<file path="src/rtl/parking_gate_ctrl.sv">
// Parking gate controller: password-gated entry, pass/timeout close, lockout
// after repeated wrong passwords, and an occupancy counter shared with the exit lane.
module parking_gate_ctrl #(
  parameter int PSWD_W       = 8,
  parameter int PSWD_VAL     = 253,
  parameter int CAPACITY     = 16,
  parameter int MAX_TRIES    = 3,
  parameter int OPEN_TIMEOUT = 64,
  parameter int LOCK_CYCLES  = 256
) (
  input  logic                          clk,
  input  logic                          rst_n,
  input  logic                          car,
  input  logic                          bk_sens,
  input  logic [PSWD_W-1:0]             pswd,
  input  logic                          pswd_vld,
  input  logic                          car_exit,
  output logic                          gate,
  output logic [$clog2(CAPACITY+1)-1:0] count,
  output logic                          full,
  output logic                          lock,
  output logic                          err,
  output logic [1:0]                    state_dbg
);

  localparam int CW = $clog2(CAPACITY + 1);
  localparam int TW = $clog2(MAX_TRIES + 1);
  localparam int OW = $clog2(OPEN_TIMEOUT + 1);
  localparam int LW = $clog2(LOCK_CYCLES + 1);

  localparam logic [PSWD_W-1:0] PSWD_KEY  = PSWD_W'(PSWD_VAL);
  localparam logic [CW-1:0]     CAP       = CW'(CAPACITY);
  localparam logic [TW-1:0]     TRIES_LIM = TW'(MAX_TRIES);
  localparam logic [OW-1:0]     OPEN_LAST = OW'(OPEN_TIMEOUT - 1);
  localparam logic [LW-1:0]     LOCK_LAST = LW'(LOCK_CYCLES - 1);

  typedef enum logic [1:0] {
    IDLE      = 2'd0,
    WAIT_PSWD = 2'd1,
    OPEN      = 2'd2,
    LOCKED    = 2'd3
  } state_t;

  state_t        state, state_nxt;
  logic [TW-1:0] tries, tries_nxt;
  logic [OW-1:0] open_tmr, open_tmr_nxt;
  logic [LW-1:0] lock_tmr, lock_tmr_nxt;
  logic [CW-1:0] count_nxt;
  logic          err_nxt;
  logic          pass;
  logic          dec;

  // pswd is only looked at in the cycle pswd_vld is high; there is no
  // back-pressure, a strobe outside WAIT_PSWD is simply dropped.
  always_comb begin
    state_nxt    = state;
    tries_nxt    = tries;
    open_tmr_nxt = open_tmr;
    lock_tmr_nxt = lock_tmr;
    err_nxt      = 1'b0;
    pass         = 1'b0;
    case (state)
      IDLE: begin
        if (car && !full) state_nxt = WAIT_PSWD;
      end
      WAIT_PSWD: begin
        if (pswd_vld) begin
          if (pswd == PSWD_KEY) begin
            state_nxt    = OPEN;
            tries_nxt    = '0;
            open_tmr_nxt = '0;
          end else begin
            err_nxt   = 1'b1;
            tries_nxt = tries + 1'b1;
            if (tries_nxt == TRIES_LIM) begin
              state_nxt    = LOCKED;
              lock_tmr_nxt = '0;
            end
          end
        end else if (!car) begin
          state_nxt = IDLE;
          tries_nxt = '0;
        end
      end
      OPEN: begin
        if (bk_sens) begin
          pass      = 1'b1;
          state_nxt = IDLE;
        end else if (open_tmr == OPEN_LAST) begin
          state_nxt = IDLE;
        end else begin
          open_tmr_nxt = open_tmr + 1'b1;
        end
      end
      LOCKED: begin
        if (lock_tmr == LOCK_LAST) begin
          state_nxt = IDLE;
          tries_nxt = '0;
        end else begin
          lock_tmr_nxt = lock_tmr + 1'b1;
        end
      end
      default: state_nxt = IDLE;
    endcase
  end

  // Entry and exit in the same cycle cancel; both directions saturate.
  assign dec = car_exit && (count != '0);

  always_comb begin
    count_nxt = count;
    if (pass && !dec) begin
      if (count != CAP) count_nxt = count + 1'b1;
    end else if (dec && !pass) begin
      count_nxt = count - 1'b1;
    end
  end

  assign full      = (count == CAP);
  assign state_dbg = state;

  always_ff @(posedge clk or negedge rst_n) begin
    if (!rst_n) begin
      state    <= IDLE;
      tries    <= '0;
      open_tmr <= '0;
      lock_tmr <= '0;
      count    <= '0;
      gate     <= 1'b0;
      lock     <= 1'b0;
      err      <= 1'b0;
    end else begin
      state    <= state_nxt;
      tries    <= tries_nxt;
      open_tmr <= open_tmr_nxt;
      lock_tmr <= lock_tmr_nxt;
      count    <= count_nxt;
      gate     <= (state_nxt == OPEN);
      lock     <= (state_nxt == LOCKED);
      err      <= err_nxt;
    end
  end

  a_gate_lock_excl: assert property (@(posedge clk) disable iff (!rst_n)
    !(gate && lock));
  a_count_bound: assert property (@(posedge clk) disable iff (!rst_n)
    count <= CAP);
  a_gate_tracks_state: assert property (@(posedge clk) disable iff (!rst_n)
    gate == (state == OPEN));
  a_lock_tracks_state: assert property (@(posedge clk) disable iff (!rst_n)
    lock == (state == LOCKED));

endmodule

</file>
<file path="config.mk">
export PLATFORM = sky130hd
export DESIGN_NAME = parking_gate_ctrl
export DESIGN_NICKNAME = d
export VERILOG_FILES = /design/src/rtl/parking_gate_ctrl.sv
export SDC_FILE = /design/constraint.sdc
export NUM_CORES = 1
export LEC_CHECK = 0
export CAP_MARGIN = 10
export CORE_ASPECT_RATIO = 0.7
export CORE_MARGIN = 8
export CORE_UTILIZATION = 53
export DETAILED_ROUTE_END_ITERATION = 8
export PLACE_DENSITY = 0.79
export SLEW_MARGIN = 20
export SYNTH_ARGS = -nofsm -noshare
export SYNTH_HDL_FRONTEND = slang
export SYNTH_SLANG_ARGS = --single-unit
</file>
<file path="constraint.sdc">
create_clock -name clk -period 3.53 [get_ports clk]
set_clock_uncertainty 0.15 [all_clocks]
set_input_delay 0.706 -clock clk [delete_from_list [all_inputs] [get_ports clk]]
set_output_delay 0.706 -clock clk [all_outputs]
set_load 0.1 [all_outputs]
</file>
==> qor.txt <==
Flop pwr share = 33.8%
Final Slew Violations = 0
Clock root buffer = clkbuf_8
Final hold vios = 0
Ys flop type = dfrtp_1
Number of global-route vias before repair = 1299
Sequential share of the synthesized area = 43.75%
Comb pwr share = 51.5%
Normalized max-slew margin = 68.09%
Pint = 858.8 uW
Synth Area in Compound Gates = 19.45%
Switching Fraction = 49.94%
Cell Rows = 16
Syn avg cell area = 10.40 sq um
Status = completed
Crit-path max FO = 6
Max IR drop VDD = 0.0004318 V
FILL cells = 231
Pleak = 0.0008265 uW
Post-Syn Nets = 176
Max Buffers Root-to-Sink = 2
Routed WL per cell = 16.58 um
Max Fclk = 0.3190 GHz
Setup TNS Final = 0 ns
Core Area = 2843 sq um
Adder-Cell Fraction of Synth Area = 6.719%
CTS Buf Count = 3
Mapped Area = 1602 sq um
Clock H-tree levels = 1
Clock power frac = 14.7%
First-pass GRT wire length = 5982 um
FF/Latch Area = 700.7 sq um
PwrDens = 904.4 nW/um^2
Residual DRC = 0
Clock Pin Slew Worst Setup and Hold Paths = 0.10 ns
CTS Hold Bufs = 0
Initial Utilization = 56.34%
MaxCap Viol Count = 0
Largest net degree at the start of global routing = 29
Worst Slack Setup Final = 0.3951 ns
Final min period = 3.135 ns
Top cells by area, synth = dfrtp_1 44%, ha_1 5.5%, a21oi_1 3.8%
Top-Level Pins = 25
Simple-gate share of the synthesized area = 19.22%
Grt ovf = 0
Post-synth EDFFs = 0
Antenna violations before repair = 0
Unrepaired setup endpoints after global routing = false
CP required = 3.55 ns
Dpl hpwl = 2647 um
Total GRT Usage = 15.11%
Detailed Routing Iterations Pass 1 = 4
Antenna diodes = 0
GPL Wtd Cong = 0.8004
Final period utilization = 88.81%
Die width = 81.70 um
Clk_lat worst skew = 0.28 ns
Share of cells above drive strength 1 = 15.08%
Nets = 202
Crit path kind = flip-flop to flip-flop
Cell variety after synth = 49
HP Class = flip-flop to flip-flop
Mux share of post-synthesis cell area = 3.750%
Slew @ Worst Pin = 0.4758 ns
Top-count cell post-synth = dfrtp_1
Drt first-iter violations = 76
Number of synthesized register bits = 28
Die area = 5065 sq um
Post-synth ARST share = 100.0%
Endpoints failing setup = 0
Critical Path AT = 3.15 ns
Setup Buffers After CTS = 0
Die Ht = 61.99 um
Cell taking the most area after synthesis = dfrtp_1
Main combinational cell family by area after synthesis = compound AO/OA/AOI/OAI gates
Area of the multi-input gates = 822.0 sq um
Post-place setup slack = 0.3608 ns
Critical path endpoint category = flip-flop
Vias = 1268
TritonCTS clock tree = done
Drt total wl = 3565 um
Sink Count = 28
Yosys top cell area share = 43.75%
Post-Synth XOR/XNOR Area = 2.188%
Synth cell count leaders = 28 x dfrtp_1, 12 x a21oi_1, 9 x nand2_1
Port bufs = 24
Post-Synthesis Cells = 154
Ys Warns = 0
Cts repair resizes = 0
Routed vias/inst = 5.898
Final antenna-violating net count = 0
Layout area overhead = 18.44%
Net Sw Power = 856.6 uW
CP startpoint kind = flip-flop
==> power by group through the flow <==
stage	logic (uW)	registers, uW	clock network [uW]
after global placement	858	572	0
after detailed placement	887	581	0
after global routing	949	597	273
final	883	579	253
after CTS	887	577	260
after floorplan	406	867	0
==> final timing paths <==
| kind | from | to | slack [ns] | depth (start not counted) |
|---|---|---|---|---|
| worst max-delay path | count[1] | count[4] | 0.40 | 9 |
| worst min-delay path | tries[0] | tries[0] | 0.32 | 1 |
| worst max register to register | count[1] | count[4] | 0.40 | 9 |
| worst min register to register | tries[0] | tries[0] | 0.32 | 1 |
| max in group asynchronous | rst_n | state_dbg[1] | 2.31 | 2 |
| min in group asynchronous | rst_n | lock | 0.64 | 2 |
==> logic make-up after synthesis <==
kind of cell	after synthesis
AOI/OAI and AO/OA	44
buffers and inverters	14
adders and majority gates	8
xor gates and xnor gates	4
and+or+nand+nor	52
muxes	4
DFF	28
==> area by class of cell <==
type	instances	area share, %
Tap cell	36	2.375
Multi-Input combinational cell	112	43.34
Inverter	10	1.979
Clock inverter	1	1.583
Sequential cell	28	36.94
Clock buffer	3	2.177
Timing Repair Buffer	25	11.61
==> per-stage QoR <==
stage | cells | area [sq um] | util, % | hold WS [ns] | power [uW]
2_1_floorplan | 154 | 1602 | - | 0.2604 | 1273
3_3_place_gp | 211 | 1826 | 64.22 | 0.3028 | 1430
3_5_place_dp | 211 | 1826 | 64.22 | 0.3090 | 1467
4_1_cts | 215 | 1897 | 66.73 | 0.3233 | 1725
5_1_grt | 215 | 1897 | 66.73 | 0.3321 | 1819
6_report | 215 | 1897 | 66.73 | 0.3216 | 1715
==> per-layer routing <==
metal  track usage (%)  vias to the layer above  wire (um)
met5                 0                        -          0
met4             3.234                        0         13
met3             5.747                        2        296
met2             23.95                       43       1539
met1             19.28                      604       1716
li1                  -                      619          -
==> critical path, stage by stage (launching register included) <==
cell and delay [ns]:
dfrtp_1 0.47, or4_4 0.57, o21ai_1 0.32, nand2_1 0.22, fa_1 0.45, a21o_1 0.17, a21oi_1 0.19, a21boi_0 0.22
o21ai_1 0.11, xnor2_1 0.14
==> sequential cells by signal (all words and copies together) (netlist names) <==
| name | cells |
|---|---|
| lock_tmr | 9 |
| open_tmr | 7 |
| count | 5 |
| state_dbg | 2 |
| tries | 2 |
| err | 1 |
| gate | 1 |
| lock | 1 |
==> cell usage in the layout (no fill, tap or decap), types with 2 or more instances in the layout <==
cell type	n
xnor2_1	3
nor3b_1	2
clkdlybuf4s50_1	13
nand2b_1	2
o21ai_1	2
buf_4	12
a31oi_1	2
nand3_1	7
o21ai_0	6
o31ai_1	5
inv_1	8
nor2_1	7
a21o_1	2
a21boi_0	2
a211oi_2	2
or3_1	3
and3_1	6
o22ai_1	2
clkbuf_8	3
mux2_1	2
or4_1	2
a21oi_1	12
inv_2	2
nand2_1	9
ha_1	7
dfrtp_1	28
nor2b_1	2
and3b_1	2
nor3_1	2
(Power assumes the default switching activity.)
